<file path="src/rtl/pipeline_stall_ctrl_pkg.sv">
// Shared definitions for the pipeline stall/flush sequencer: state codes and the per-stage control vector.
// The control vector bit positions are also used by the pipeline register modules.
package pipeline_stall_ctrl_pkg;

    typedef enum logic [1:0] {
        ST_IDLE     = 2'd0,
        ST_RUN      = 2'd1,
        ST_MEM_WAIT = 2'd2,
        ST_ERROR    = 2'd3
    } state_e;

    localparam int CTRL_W             = 6;
    localparam int CTRL_PC_WRITE      = 5;
    localparam int CTRL_IF_ID_WRITE   = 4;
    localparam int CTRL_IF_ID_FLUSH   = 3;
    localparam int CTRL_ID_EX_BUBBLE  = 2;
    localparam int CTRL_EX_MEM_WRITE  = 1;
    localparam int CTRL_MEM_WB_BUBBLE = 0;

    // Field order matches the CTRL_* bit positions above (MSB first).
    typedef struct packed {
        logic pc_write;
        logic if_id_write;
        logic if_id_flush;
        logic id_ex_bubble;
        logic ex_mem_write;
        logic mem_wb_bubble;
    } ctrl_t;

    localparam ctrl_t CTRL_HALT   = '0;
    localparam ctrl_t CTRL_FREEZE = '{pc_write: 1'b0, if_id_write: 1'b0, if_id_flush: 1'b0,
                                      id_ex_bubble: 1'b0, ex_mem_write: 1'b0, mem_wb_bubble: 1'b1};

    // Decode for a cycle in which memory is not holding the pipeline: load-use beats branch.
    function automatic ctrl_t run_ctrl(input logic load_use, input logic branch_taken);
        ctrl_t c;
        c = '{pc_write: 1'b1, if_id_write: 1'b1, if_id_flush: 1'b0,
              id_ex_bubble: 1'b0, ex_mem_write: 1'b1, mem_wb_bubble: 1'b0};
        if (load_use) begin
            c.pc_write     = 1'b0;
            c.if_id_write  = 1'b0;
            c.id_ex_bubble = 1'b1;
        end else if (branch_taken) begin
            c.if_id_flush  = 1'b1;
        end
        return c;
    endfunction

endpackage

</file>
<file path="src/rtl/pipeline_stall_ctrl_sat_counter.sv">
// Saturating up-counter with synchronous clear; clear has priority over increment.
// q_o holds at MAX once reached; max_o flags that value.
module pipeline_stall_ctrl_sat_counter #(
    parameter int           W   = 4,
    parameter logic [W-1:0] MAX = '1
) (
    input  logic         clk_i,
    input  logic         clr_i,
    input  logic         inc_i,
    output logic [W-1:0] q_o,
    output logic         max_o
);

    logic [W-1:0] cnt_q;
    logic [W-1:0] cnt_d;

    always_comb begin
        cnt_d = cnt_q;
        if (clr_i) begin
            cnt_d = '0;
        end else if (inc_i && !max_o) begin
            cnt_d = cnt_q + W'(1);
        end
    end

    always_ff @(posedge clk_i) begin
        cnt_q <= cnt_d;
    end

    assign q_o   = cnt_q;
    assign max_o = (cnt_q == MAX);

endmodule

</file>
<file path="src/rtl/pipeline_stall_ctrl.sv">
// Central stall/flush sequencer: merges memory wait, load-use and taken-branch into per-stage controls.
// Outputs are Mealy (state + current inputs); memory waits are bounded by MEM_TIMEOUT, stalls counted.
module pipeline_stall_ctrl
    import pipeline_stall_ctrl_pkg::*;
#(
    parameter int MEM_TIMEOUT = 16,
    parameter int CNT_W       = 16
) (
    input  logic             clk_i,
    input  logic             rst_i,
    input  logic             start_i,
    input  logic             load_use_i,
    input  logic             branch_taken_i,
    input  logic             mem_req_i,
    input  logic             mem_ack_i,
    output logic             pc_write_o,
    output logic             if_id_write_o,
    output logic             if_id_flush_o,
    output logic             id_ex_bubble_o,
    output logic             ex_mem_write_o,
    output logic             mem_wb_bubble_o,
    output logic             error_o,
    output logic [CNT_W-1:0] stall_cnt_o
);

    localparam int WAIT_W = $clog2(MEM_TIMEOUT);

    state_e              state_q;
    state_e              state_d;
    ctrl_t               ctrl;
    logic                freeze;
    logic [WAIT_W-1:0]   wait_cnt;
    logic                wait_last;
    logic                wait_clr;
    logic                stall_max;
    logic                stall_inc;

    always_ff @(posedge clk_i) begin
        if (rst_i) begin
            state_q <= ST_IDLE;
        end else begin
            state_q <= state_d;
        end
    end

    always_comb begin
        state_d = state_q;
        ctrl    = CTRL_HALT;
        freeze  = 1'b0;
        case (state_q)
            ST_IDLE: begin
                if (start_i) begin
                    state_d = ST_RUN;
                end
            end
            ST_RUN: begin
                if (mem_req_i && !mem_ack_i) begin
                    ctrl    = CTRL_FREEZE;
                    freeze  = 1'b1;
                    state_d = ST_MEM_WAIT;
                end else begin
                    ctrl = run_ctrl(load_use_i, branch_taken_i);
                end
            end
            ST_MEM_WAIT: begin
                // ID is held while frozen, so hazards seen now are re-presented after release.
                if (!mem_ack_i) begin
                    ctrl   = CTRL_FREEZE;
                    freeze = 1'b1;
                    if (wait_last) begin
                        state_d = ST_ERROR;
                    end
                end else begin
                    ctrl    = run_ctrl(load_use_i, branch_taken_i);
                    state_d = ST_RUN;
                end
            end
            ST_ERROR: begin
                state_d = ST_ERROR;
            end
            default: begin
                state_d = ST_IDLE;
            end
        endcase
    end

    // Wait count reads 1 on the first frozen cycle after entering MEM_WAIT; cleared whenever leaving.
    assign wait_clr = rst_i || (state_d != ST_MEM_WAIT);

    pipeline_stall_ctrl_sat_counter #(
        .W   (WAIT_W),
        .MAX (WAIT_W'(MEM_TIMEOUT - 1))
    ) u_wait_cnt (
        .clk_i (clk_i),
        .clr_i (wait_clr),
        .inc_i (freeze),
        .q_o   (wait_cnt),
        .max_o (wait_last)
    );

    assign stall_inc = ((state_q == ST_RUN) || (state_q == ST_MEM_WAIT))
                       && !ctrl.pc_write && !stall_max;

    pipeline_stall_ctrl_sat_counter #(
        .W   (CNT_W),
        .MAX ({CNT_W{1'b1}})
    ) u_stall_cnt (
        .clk_i (clk_i),
        .clr_i (rst_i),
        .inc_i (stall_inc),
        .q_o   (stall_cnt_o),
        .max_o (stall_max)
    );

    assign pc_write_o      = ctrl.pc_write;
    assign if_id_write_o   = ctrl.if_id_write;
    assign if_id_flush_o   = ctrl.if_id_flush;
    assign id_ex_bubble_o  = ctrl.id_ex_bubble;
    assign ex_mem_write_o  = ctrl.ex_mem_write;
    assign mem_wb_bubble_o = ctrl.mem_wb_bubble;
    assign error_o         = (state_q == ST_ERROR);

    logic unused_wait;
    assign unused_wait = ^wait_cnt;

endmodule

</file>
<file path="config.mk">
export PLATFORM = sky130hd
export DESIGN_NAME = pipeline_stall_ctrl
export DESIGN_NICKNAME = d
export VERILOG_FILES = /design/src/rtl/pipeline_stall_ctrl_pkg.sv /design/src/rtl/pipeline_stall_ctrl_sat_counter.sv /design/src/rtl/pipeline_stall_ctrl.sv
export SDC_FILE = /design/constraint.sdc
export NUM_CORES = 1
export LEC_CHECK = 0
export BUFFER_PORTS_ARGS = -buffer_cell sky130_fd_sc_hd__buf_2
export CAP_MARGIN = 15
export CORE_MARGIN = 2
export CORE_UTILIZATION = 35
export DETAILED_ROUTE_END_ITERATION = 8
export MAX_ROUTING_LAYER = met4
export SYNTH_ARGS = -nofsm -noshare
export SYNTH_HDL_FRONTEND = slang
export SYNTH_SLANG_ARGS = --single-unit
</file>
<file path="constraint.sdc">
create_clock -name clk_i -period 2.15 [get_ports clk_i]
set_input_delay 0.215 -clock clk_i [delete_from_list [all_inputs] [get_ports clk_i]]
set_output_delay 0.215 -clock clk_i [all_outputs]
set_load 0.01 [all_outputs]
</file>
==> flow_metrics.tcl <==
set metrics [dict create \
    status "completed" \
    syn_nets 179 \
    h-tree-depth 1 \
    antenna_found_initial 0 \
    synth_area_sq_um 1380 \
    coreArea_sq_um 3720 \
    critPathKind "flop to flop" \
    hold_class "input pin to flop" \
    p_leak_nw 0.652 \
    postSynthCellCount 166 \
    final.min_clock_period_ns 2.01 \
    critPathBufInv 2 \
    post-route-period-util_pct 93.6 \
    fin_util_pct 44.7 \
    ctsHoldBuffers 0 \
    routedWlPerCell_microns 14.8 \
    hold-worst-slack_ns 0.380 \
    path_cells "inv_1 > ha_4 > inv_1 > or4_1 > or3_1 > a211oi_2" \
    die_h_microns 66.8 \
    track_usage_pct 17.1 \
    final_cell_area_sq_um 1660 \
    portBuffers 29 \
    clock.fmax_ghz 0.497 \
    post_cts_buffers 0 \
    synth_warnings 0 \
    synth_edf_count 0 \
    drv_slew 0 \
    ys_types 41 \
    final_common_cell "buf_2" \
    gp_congestion 0.906 \
    cp_data_arrival_time_ns 2.19 \
    dieArea_sq_um 4460 \
    ys_seq_area_share_pct 31.9 \
    setup_viol 0 \
    rsz0062_at_grt "false" \
    avgSynthCellArea_sq_um 8.31 \
    routed_wirelength_microns 3600 \
    cp_slowest_cell "or4_1" \
    path_delay_family "simple AND/OR/NAND/NOR gates" \
    cp_max_fo 5 \
    grt_pass1_vias 1293 \
    peakVddDrop_v 0.000349 \
    root_buffer "clkbuf_8" \
    placed_area_sq_um 1600 \
    finalClockSkew_ns 0.00945 \
    place_hpwl_microns 2670 \
    cts_buffer_depth 2 \
    clock_latency_ns 0.26 \
    drt_iter0_drc 132 \
    drive_gt1_share_pct 22.6 \
    drv_cap 0 \
    synthFlopType "dfxtp_1" \
    rows 22 \
    yosys_register_bits 22 \
    critPathMaxStageDelay_ns 0.55 \
    num_antenna_cells 0 \
    start_kind "flop" \
    p_per_area_nw_per_um2 843 \
    cts_tree "done" \
    clkSlewWorstSetupHoldPaths_ns 0.08 \
    ant_nets 0 \
    cp_data_required_time_ns 2.33 \
    syn_to_final_growth_pct 20.6 \
    fp.dieW_microns 66.8 \
    io_pins 30 \
    end_kind "flop" \
    clock_sinks 22 \
    tns_ns 0 \
    hold_viol 0 \
    first_pass_iters 4 \
    grt.overflow.total 0 \
    grt_pass1_wl_microns 5730 \
    worst_pin_slew_ns 0.574 \
    p_total_w 0.00140 \
    relSlewSlack_pct 61.4 \
    async_reset_ff_share_pct 0 \
    grt_max_degree 24 \
    vias_per_cell 5.85 \
    num_vias 1421 \
    numCtsBuffers 3 \
    layout_common_cells "buf_2, dfxtp_1, a21oi_1, inv_1, nor2_1" \
    drcViolationCount 0 \
    cpMostUsedCell "inv_1" \
    initial_core_util_pct 37.1 \
    nNetsFinal 210 \
]
-- cell usage after synthesis, types with 6 or more instances --
cell | instances | share of area (%)
nand4_1 | 6 | 2.7
nand2_1 | 7 | 1.9
inv_1 | 11 | 3.0
nor2b_1 | 6 | 2.7
a21oi_1 | 15 | 5.4
nor4_1 | 6 | 2.7
o31ai_1 | 7 | 3.8
dfxtp_1 | 22 | 32
or4_1 | 9 | 4.9
nand3_1 | 6 | 2.2
nor2_1 | 10 | 2.7
ha_1 | 6 | 5.4
-- metal layers --
metal  share of wire [%]  global-route usage (%)
met5                   0                       -
met4                 1.1                    5.36
met3                 4.6                    2.03
met2                  50                    31.6
met1                  44                    18.9
-- kinds of logic after synthesis --
logic type / share of synthesized area [%]
AOI/OAI and AO/OA: 18.0
xor gates and xnor gates: 0.635
adders and majority gates: 5.44
buffers and inverters: 5.90
DFF: 31.9
muxes: 4.81
and+or+nand+nor: 33.3
-- where the power goes --
part,leakage (nW),total (W),switching [W],internal [W]
clock,0.0216,0.000254,0.000129,0.000125
combinational,0.452,0.000675,0.000404,0.000271
sequential,0.178,0.000473,0.0000332,0.000440
total,0.652,0.00140,0.000566,0.000836
-- registers in the layout, summed over array words and instances, names as in the netlist --
signal,flops
u_stall_cnt.q_o,16
u_wait_cnt.q_o,4
state_q,2
-- final timing paths --
path                                        start                                to  slack, ns  depth (start not counted)
setup / recovery            state_q[1]$_SDFF_PP0_    u_wait_cnt.q_o[3]$_SDFFE_PP0P_       0.14                          6
hold / removal                              rst_i  u_stall_cnt.q_o[15]$_SDFFE_PP0P_       0.38                          2
setup reg to reg            state_q[1]$_SDFF_PP0_    u_wait_cnt.q_o[3]$_SDFFE_PP0P_       0.14                          6
hold reg to reg   u_stall_cnt.q_o[6]$_SDFFE_PP0P_   u_stall_cnt.q_o[6]$_SDFFE_PP0P_       0.53                          2
-- cell type report --
| cell class | count | area (sq um) |
|---|---|---|
| fillers | 384 | 2050 |
| multi-input cells | 125 | 882 |
| flip-flops and latches | 22 | 443 |
| repair buffers | 34 | 195 |
| well taps | 48 | 60.1 |
| clock buffers | 3 | 41.3 |
| inverters | 11 | 41.3 |
-- metrics by stage --
step	std cells	setup WS (ns)
3_5_place_dp	240	0.0648
2_1_floorplan	166	0.204
3_3_place_gp	240	0.129
5_1_grt	243	0.0304
4_1_cts	243	0.0157
6_report	243	0.137
-- worst register-to-register path: cells and delay by family (launching register included) --
family | cells | cell delay, ns
buf+inv | 2 | 0.18
simple gates | 2 | 0.93
compound gates | 1 | 0.19
flops | 1 | 0.36
fa+ha+maj | 1 | 0.29
-- timing repair --
item,4_1_cts,5_1_grt
endpoints found under the hold margin,0,0
setup endpoints to repair,0,1
resized for setup,0,4
Note: power is estimated with default switching activity, not from simulation.
